`config.mk`:
```
export PLATFORM = sky130hd
export DESIGN_NAME = alu_acc_flat
export DESIGN_NICKNAME = d
export VERILOG_FILES = /design/src/rtl/alu_acc_if.sv /design/src/rtl/alu_acc.sv /design/src/flat_wrapper.sv
export SDC_FILE = /design/constraint.sdc
export NUM_CORES = 1
export LEC_CHECK = 0
export CAP_MARGIN = 20
export CORE_MARGIN = 2
export CORE_UTILIZATION = 50
export CTS_CLUSTER_SIZE = 24
export DETAILED_ROUTE_END_ITERATION = 8
export DONT_BUFFER_PORTS = 1
export GPL_TIMING_DRIVEN = 0
export HOLD_SLACK_MARGIN = 0.02
export PLACE_DENSITY = 0.62
export SLEW_MARGIN = 5
export SYNTH_ARGS = -nofsm -noshare
export SYNTH_HDL_FRONTEND = slang
export SYNTH_SLANG_ARGS = --single-unit
```
`constraint.sdc`:
```
create_clock -name clk -period 1.7 [get_ports clk]
set_input_delay 0.085 -clock clk [delete_from_list [all_inputs] [get_ports clk]]
set_output_delay 0.085 -clock clk [all_outputs]
set_load 0.005 [all_outputs]
```
`src/rtl/alu_acc_if.sv`:
```
// Bundle of command, result and external-adder signals for alu_acc.
// Handshakes: a transfer occurs on a rising edge where valid && ready; the source holds its payload stable while valid && !ready.
interface alu_acc_if #(
  parameter int DATA_WIDTH = 4,
  parameter int CNT_WIDTH  = 8
);
  logic                  in_valid;
  logic                  in_ready;
  logic [1:0]            op_i;
  logic [DATA_WIDTH-1:0] operand_i;

  logic                  out_valid;
  logic                  out_ready;
  logic [DATA_WIDTH-1:0] acc_o;
  logic [3:0]            flags_o;
  logic [CNT_WIDTH-1:0]  ops_o;

  logic [DATA_WIDTH-1:0] ai_o;
  logic [DATA_WIDTH-1:0] bi_o;
  logic                  cin_o;
  logic [DATA_WIDTH-1:0] result_i;
  logic                  cout_i;
  logic                  overflow_i;
  logic                  zero_i;

  modport slave (
    input  in_valid, op_i, operand_i, out_ready,
    input  result_i, cout_i, overflow_i, zero_i,
    output in_ready, out_valid, acc_o, flags_o, ops_o,
    output ai_o, bi_o, cin_o
  );

  modport master (
    output in_valid, op_i, operand_i, out_ready,
    output result_i, cout_i, overflow_i, zero_i,
    input  in_ready, out_valid, acc_o, flags_o, ops_o,
    input  ai_o, bi_o, cin_o
  );
endinterface

```
`src/rtl/alu_acc.sv`:
```
// Accumulator sequencer driving an external add/sub unit; one command in flight, result held until taken.
// Optional macro ALU_ACC_STICKY_V_EN makes the V flag sticky across add/sub/load.
module alu_acc #(
  parameter int DATA_WIDTH = 4,
  parameter int CNT_WIDTH  = 8
) (
  input  logic        clk,
  input  logic        rst,
  alu_acc_if.slave    bus,
  output logic [1:0]  state_dbg
);

  localparam logic [1:0] IDLE = 2'd0;
  localparam logic [1:0] EXEC = 2'd1;
  localparam logic [1:0] WAIT = 2'd2;

  localparam logic [1:0] OP_LOAD = 2'b00;
  localparam logic [1:0] OP_ADD  = 2'b01;
  localparam logic [1:0] OP_SUB  = 2'b10;
  localparam logic [1:0] OP_CLR  = 2'b11;

  logic [1:0]            state_q;
  logic [1:0]            op_q;
  logic [DATA_WIDTH-1:0] opnd_q;
  logic [DATA_WIDTH-1:0] acc_q;
  logic [3:0]            flags_q;
  logic [CNT_WIDTH-1:0]  ops_q;
  logic                  out_valid_q;

  logic                  in_ready;
  logic                  accept;
  logic [DATA_WIDTH-1:0] acc_nxt;
  logic [3:0]            flags_nxt;
  logic                  v_arith;
  logic                  v_load;

  // in_ready passes out_ready straight through in WAIT so a new command
  // can be taken on the same edge the pending result is consumed.
  always_comb begin
    in_ready = 1'b0;
    case (state_q)
      IDLE:    in_ready = 1'b1;
      WAIT:    in_ready = bus.out_ready;
      default: in_ready = 1'b0;
    endcase
  end

  assign accept = bus.in_valid && in_ready;

`ifdef ALU_ACC_STICKY_V_EN
  assign v_arith = flags_q[0] | bus.overflow_i;
  assign v_load  = flags_q[0];
`else
  assign v_arith = bus.overflow_i;
  assign v_load  = 1'b0;
`endif

  // flags are packed {N,Z,C,V}; C from the adder is passed through raw,
  // so after a subtract C=1 means no borrow.
  always_comb begin
    acc_nxt   = acc_q;
    flags_nxt = flags_q;
    case (op_q)
      OP_ADD, OP_SUB: begin
        acc_nxt   = bus.result_i;
        flags_nxt = {bus.result_i[DATA_WIDTH-1], bus.zero_i, bus.cout_i, v_arith};
      end
      OP_LOAD: begin
        acc_nxt   = opnd_q;
        flags_nxt = {opnd_q[DATA_WIDTH-1], (opnd_q == '0), 1'b0, v_load};
      end
      OP_CLR: begin
        acc_nxt   = '0;
        flags_nxt = 4'b0100;
      end
      default: begin
        acc_nxt   = acc_q;
        flags_nxt = flags_q;
      end
    endcase
  end

  always_ff @(posedge clk) begin
    if (rst) begin
      state_q     <= IDLE;
      op_q        <= OP_LOAD;
      opnd_q      <= '0;
      acc_q       <= '0;
      flags_q     <= 4'b0000;
      ops_q       <= '0;
      out_valid_q <= 1'b0;
    end else begin
      if (accept) begin
        op_q   <= bus.op_i;
        opnd_q <= bus.operand_i;
      end
      case (state_q)
        IDLE: begin
          if (accept) state_q <= EXEC;
        end
        EXEC: begin
          acc_q       <= acc_nxt;
          flags_q     <= flags_nxt;
          ops_q       <= ops_q + CNT_WIDTH'(1);
          out_valid_q <= 1'b1;
          state_q     <= WAIT;
        end
        WAIT: begin
          if (bus.out_ready) begin
            out_valid_q <= 1'b0;
            state_q     <= accept ? EXEC : IDLE;
          end
        end
        default: state_q <= IDLE;
      endcase
    end
  end

  assign bus.in_ready  = in_ready;
  assign bus.out_valid = out_valid_q;
  assign bus.acc_o     = acc_q;
  assign bus.flags_o   = flags_q;
  assign bus.ops_o     = ops_q;

  // Adder operands come straight from registers, so bi_o/cin_o naturally
  // hold the last latched command outside EXEC.
  assign bus.ai_o  = acc_q;
  assign bus.bi_o  = opnd_q;
  assign bus.cin_o = (op_q == OP_SUB);

  assign state_dbg = state_q;

endmodule

```
`src/flat_wrapper.sv`:
```
// flat-port wrapper written by rule: the top's interface ports become plain ports
module alu_acc_flat 
#(
  parameter int DATA_WIDTH = 4,
  parameter int CNT_WIDTH  = 8
)
  (clk, rst, state_dbg, bus_in_valid, bus_op_i, bus_operand_i, bus_out_ready, bus_result_i, bus_cout_i, bus_overflow_i, bus_zero_i, bus_in_ready, bus_out_valid, bus_acc_o, bus_flags_o, bus_ops_o, bus_ai_o, bus_bi_o, bus_cin_o);
  alu_acc_if #(.DATA_WIDTH(DATA_WIDTH), .CNT_WIDTH(CNT_WIDTH)) bus_i ();
  input  logic clk;
  input  logic rst;
  output logic [1:0] state_dbg;
  input wire logic [$bits(bus_i.in_valid)-1:0] bus_in_valid;
  input wire logic [$bits(bus_i.op_i)-1:0] bus_op_i;
  input wire logic [$bits(bus_i.operand_i)-1:0] bus_operand_i;
  input wire logic [$bits(bus_i.out_ready)-1:0] bus_out_ready;
  input wire logic [$bits(bus_i.result_i)-1:0] bus_result_i;
  input wire logic [$bits(bus_i.cout_i)-1:0] bus_cout_i;
  input wire logic [$bits(bus_i.overflow_i)-1:0] bus_overflow_i;
  input wire logic [$bits(bus_i.zero_i)-1:0] bus_zero_i;
  output wire logic [$bits(bus_i.in_ready)-1:0] bus_in_ready;
  output wire logic [$bits(bus_i.out_valid)-1:0] bus_out_valid;
  output wire logic [$bits(bus_i.acc_o)-1:0] bus_acc_o;
  output wire logic [$bits(bus_i.flags_o)-1:0] bus_flags_o;
  output wire logic [$bits(bus_i.ops_o)-1:0] bus_ops_o;
  output wire logic [$bits(bus_i.ai_o)-1:0] bus_ai_o;
  output wire logic [$bits(bus_i.bi_o)-1:0] bus_bi_o;
  output wire logic [$bits(bus_i.cin_o)-1:0] bus_cin_o;
  assign bus_i.in_valid = bus_in_valid;
  assign bus_i.op_i = bus_op_i;
  assign bus_i.operand_i = bus_operand_i;
  assign bus_i.out_ready = bus_out_ready;
  assign bus_i.result_i = bus_result_i;
  assign bus_i.cout_i = bus_cout_i;
  assign bus_i.overflow_i = bus_overflow_i;
  assign bus_i.zero_i = bus_zero_i;
  assign bus_in_ready = bus_i.in_ready;
  assign bus_out_valid = bus_i.out_valid;
  assign bus_acc_o = bus_i.acc_o;
  assign bus_flags_o = bus_i.flags_o;
  assign bus_ops_o = bus_i.ops_o;
  assign bus_ai_o = bus_i.ai_o;
  assign bus_bi_o = bus_i.bi_o;
  assign bus_cin_o = bus_i.cin_o;
  alu_acc #(.DATA_WIDTH(DATA_WIDTH), .CNT_WIDTH(CNT_WIDTH)) u_core (.clk(clk), .rst(rst), .bus(bus_i), .state_dbg(state_dbg));
endmodule
```
==> results.toml <==
[timing]
maxSlewHeadroom_pct = 66.9
fmax_mhz = 635
setup_tns_ns = 0
report.final.slew_viol_count = 0
fin_skew_ns = 0.00383
setup_viol = 0
hold_slack_ns = 0.0290
finalCritPeriodShare_pct = 92.6
worst_slew_pin_slew_ns = 0.497
period_minus_slack_ns = 1.57
finalHoldViolCount = 0
rsz0062_at_grt = "false"
setup_ws_ns = 0.126

[power]
internal-power_uw = 914
pwr-share-seq_pct = 51.7
switching_share_pct = 23.7
pwr-share-clk_pct = 34.3
vdd_ir_drop_max_mv = 0.727
cellPowerDensity_nw_per_um2 = 855
leakage_uw = 0.000526
netSwitchingPower_uw = 284
combPwrFrac_pct = 14.0

[synthesis]
synthFlopType = "dfxtp_1"
muxShareOfSynthArea_pct = 0
syn_avg_cell_area_sq_um = 8.80
synth-simple-area-share_pct = 25.6
synthArstFlopShare_pct = 0
postSynthCellCount = 131
synth_top_area_cell = "dfxtp_1"
yosys.area_share.adder_pct = 4.34
synth_xor_area_share_pct = 1.52
synth.top_cell.area_share_pct = 41.7
yosys-top-cells-count = "dfxtp_1, a21oi_1, nand2_1"
synthTopCellsByArea = "dfxtp_1, a21oi_1, o31ai_1, nand4b_1, ha_1"
synth.most_common_cell = "dfxtp_1"
ys_ff_latch = 24
synth_top_family_by_area = "simple AND/OR/NAND/NOR gates"
synth_cell_types = 30
syn_area_sq_um = 1150
yosys_warnings = 0
syn-num-nets = 152
synth-compound-area-share_pct = 18.3
synth_edf_count = 0
ys_seq_area_share_pct = 41.7

[critical_path]
crit_path_end_kind = "register"
worstSetupPathType = "reg -> reg"
cp-start-kind = "register"
slowest_stage = "dlygate4sd3_1"
cpPeakStageDelay_ns = 0.56
rr_endpoint = "u_core.bus.bi_o[2]"
r2r_slack_ns = 0.13
crit_family = "buffers and inverters"
arrival_ns = 1.77
worstRegToRegCells = 4
cp.required_ns = 1.90
cp_max_fo = 8
rr_startpoint = "u_core.state_dbg[1]"
cp_cell_sequence = "nand2b_1 -> nand4b_1 -> dlygate4sd3_1 -> a21oi_1"
critical_path_buf_inv_count = 1

[final_layout]
drive_gt1_share_pct = 9.27
register_area_sq_um = 480
n_antenna_cell = 0
multiInputGateArea_sq_um = 574
syn2layout_area_growth_pct = 21.5
final_cell_area_sq_um = 1400
fill_cells = 188
stdcell_count = 179
fin_nets = 173

[placement]
dp_hpwl_um = 1850
pre_cts_ws_ns = 0.212
portBuffers = 0
place_inst = 159
dpl_cell_area_sq_um = 1190
place_congestion = 0.744

[routing]
ant_nets = 0
vias = 1034
drtPass1Iterations = 4
drt_iter0_drc = 13
viasPerCell = 5.78
postRouteWirelength_um = 2680
post-route-drc-count = 0
wl_per_cell_um = 14.9

[floorplanning]
ios = 46
start_util_pct = 52.6
fp.dieW_um = 52.0
rows = 17
die_y_um = 52.0
dieArea_sq_um = 2700
core-area_sq_um = 2190

[clock_tree]
cts_tree = "yes"
htreeDepth = 1
cts_root_buf = "clkbuf_4"
cts_made_buffers = 3
cts_num_sinks = 24
clkLatencyLatePin_ns = 0.31
clock_path_buffers = 2
cts_resized = 0
cts_setup_buffers = 0
hold_buffers = 16
clk_pin_slew_ns = 0.13

[worst_hold_path]
hold_start = "bus_zero_i"
worstHoldPathCells = 2
holdPathEnd = "u_core.bus.flags_o[2]"
hp-class = "in -> reg"

[grt]
use_met2_pct = 34.4
met1_usage_pct = 26.3
grt_pass1_wl_um = 4290
grt_overflow = 0
grtUsageMet3_pct = 4.31
antenna_found_initial = 0
top_usage_layer = "met2"
grt_max_degree = 15
grtUsageTotal_pct = 21.1
grt_pass1_vias = 975

[flow_run]
drv_cap = 0

[status]
status = "finished clean"
==> cell type report <==
class | count | share of cell area (%)
Tap cell | 28 | 2.50
Timing Repair Buffer | 16 | 11.4
Inverter | 5 | 1.34
Clock inverter | 1 | 2.14
Sequential cell | 24 | 34.3
Clock buffer | 3 | 1.61
Buffer | 13 | 5.63
Multi-Input combinational cell | 89 | 41.0
==> per-layer routing <==
layer | share of wire [%] | wire (um)
met3 | 5.6 | 151
met4 | 1.9 | 51
met5 | 0 | 0
met2 | 46 | 1240
met1 | 46 | 1230
==> through the flow <==
step | util [%] | total power, uW
floorplan | - | 735
global placement | 54.2 | 762
detailed placement | 54.2 | 765
CTS | 63.9 | 1200
global route | 63.9 | 1250
finish | 63.9 | 1200
==> registers in the layout, indices dropped and copies added (netlist names) <==
name                  cells
u_core.state_dbg          2
u_core.op_q               2
u_core.bus.flags_o        4
u_core.bus.bi_o           4
u_core.bus.out_valid      1
u_core.bus.ops_o          8
u_core.bus.acc_o          3
==> cell families after synthesis <==
logic type,Yosys count
AND/OR/NAND/NOR,50
adder cells (fa/ha/maj),4
flip-flops,24
buffers and inverters,18
XOR/XNOR,2
AO/OA/AOI/OAI,33
==> placed cells by master, fill, tap and decap left out, types with 2 or more instances in the layout <==
master	count
nand3b_1	5
a21oi_1	14
nand2_1	11
o31ai_1	9
a311oi_1	4
nor2_1	10
nor4_1	2
dfxtp_1	24
dlygate4sd3_1	16
buf_2	3
clkbuf_4	3
inv_1	5
buf_4	5
o21ai_1	3
nand3_1	4
clkbuf_1	4
ha_1	4
or4_1	3
nand4b_1	6
or3_1	2
nand2b_1	2
==> worst max-delay path by stage <==
| stage | cells after the start | slack, ns | start | endpoint |
|---|---|---|---|---|
| 2_1_floorplan | 5 | 0.36 | u_core.op_q[0] | u_core.bus.acc_o[0] |
| 3_3_place_gp | 5 | 0.23 | u_core.op_q[0] | u_core.bus.acc_o[2] |
| 3_5_place_dp | 5 | 0.21 | u_core.op_q[0] | u_core.bus.acc_o[2] |
| 4_1_cts | 4 | 0.15 | u_core.state_dbg[1] | u_core.bus.bi_o[3] |
| 5_1_grt | 4 | 0.02 | u_core.state_dbg[1] | u_core.bus.bi_o[3] |
| 6_report | 4 | 0.13 | u_core.state_dbg[1] | u_core.bus.bi_o[2] |
==> power groups by stage <==
| stage | Combinational (uW) | Clock [uW] | Sequential (uW) |
|---|---|---|---|
| 6_report | 168 | 411 | 618 |
| 5_1_grt | 188 | 435 | 624 |
| 3_3_place_gp | 131 | 0 | 631 |
| 4_1_cts | 165 | 417 | 619 |
| 3_5_place_dp | 133 | 0 | 632 |
| 2_1_floorplan | 111 | 0 | 624 |
(Power assumes the default switching activity.)
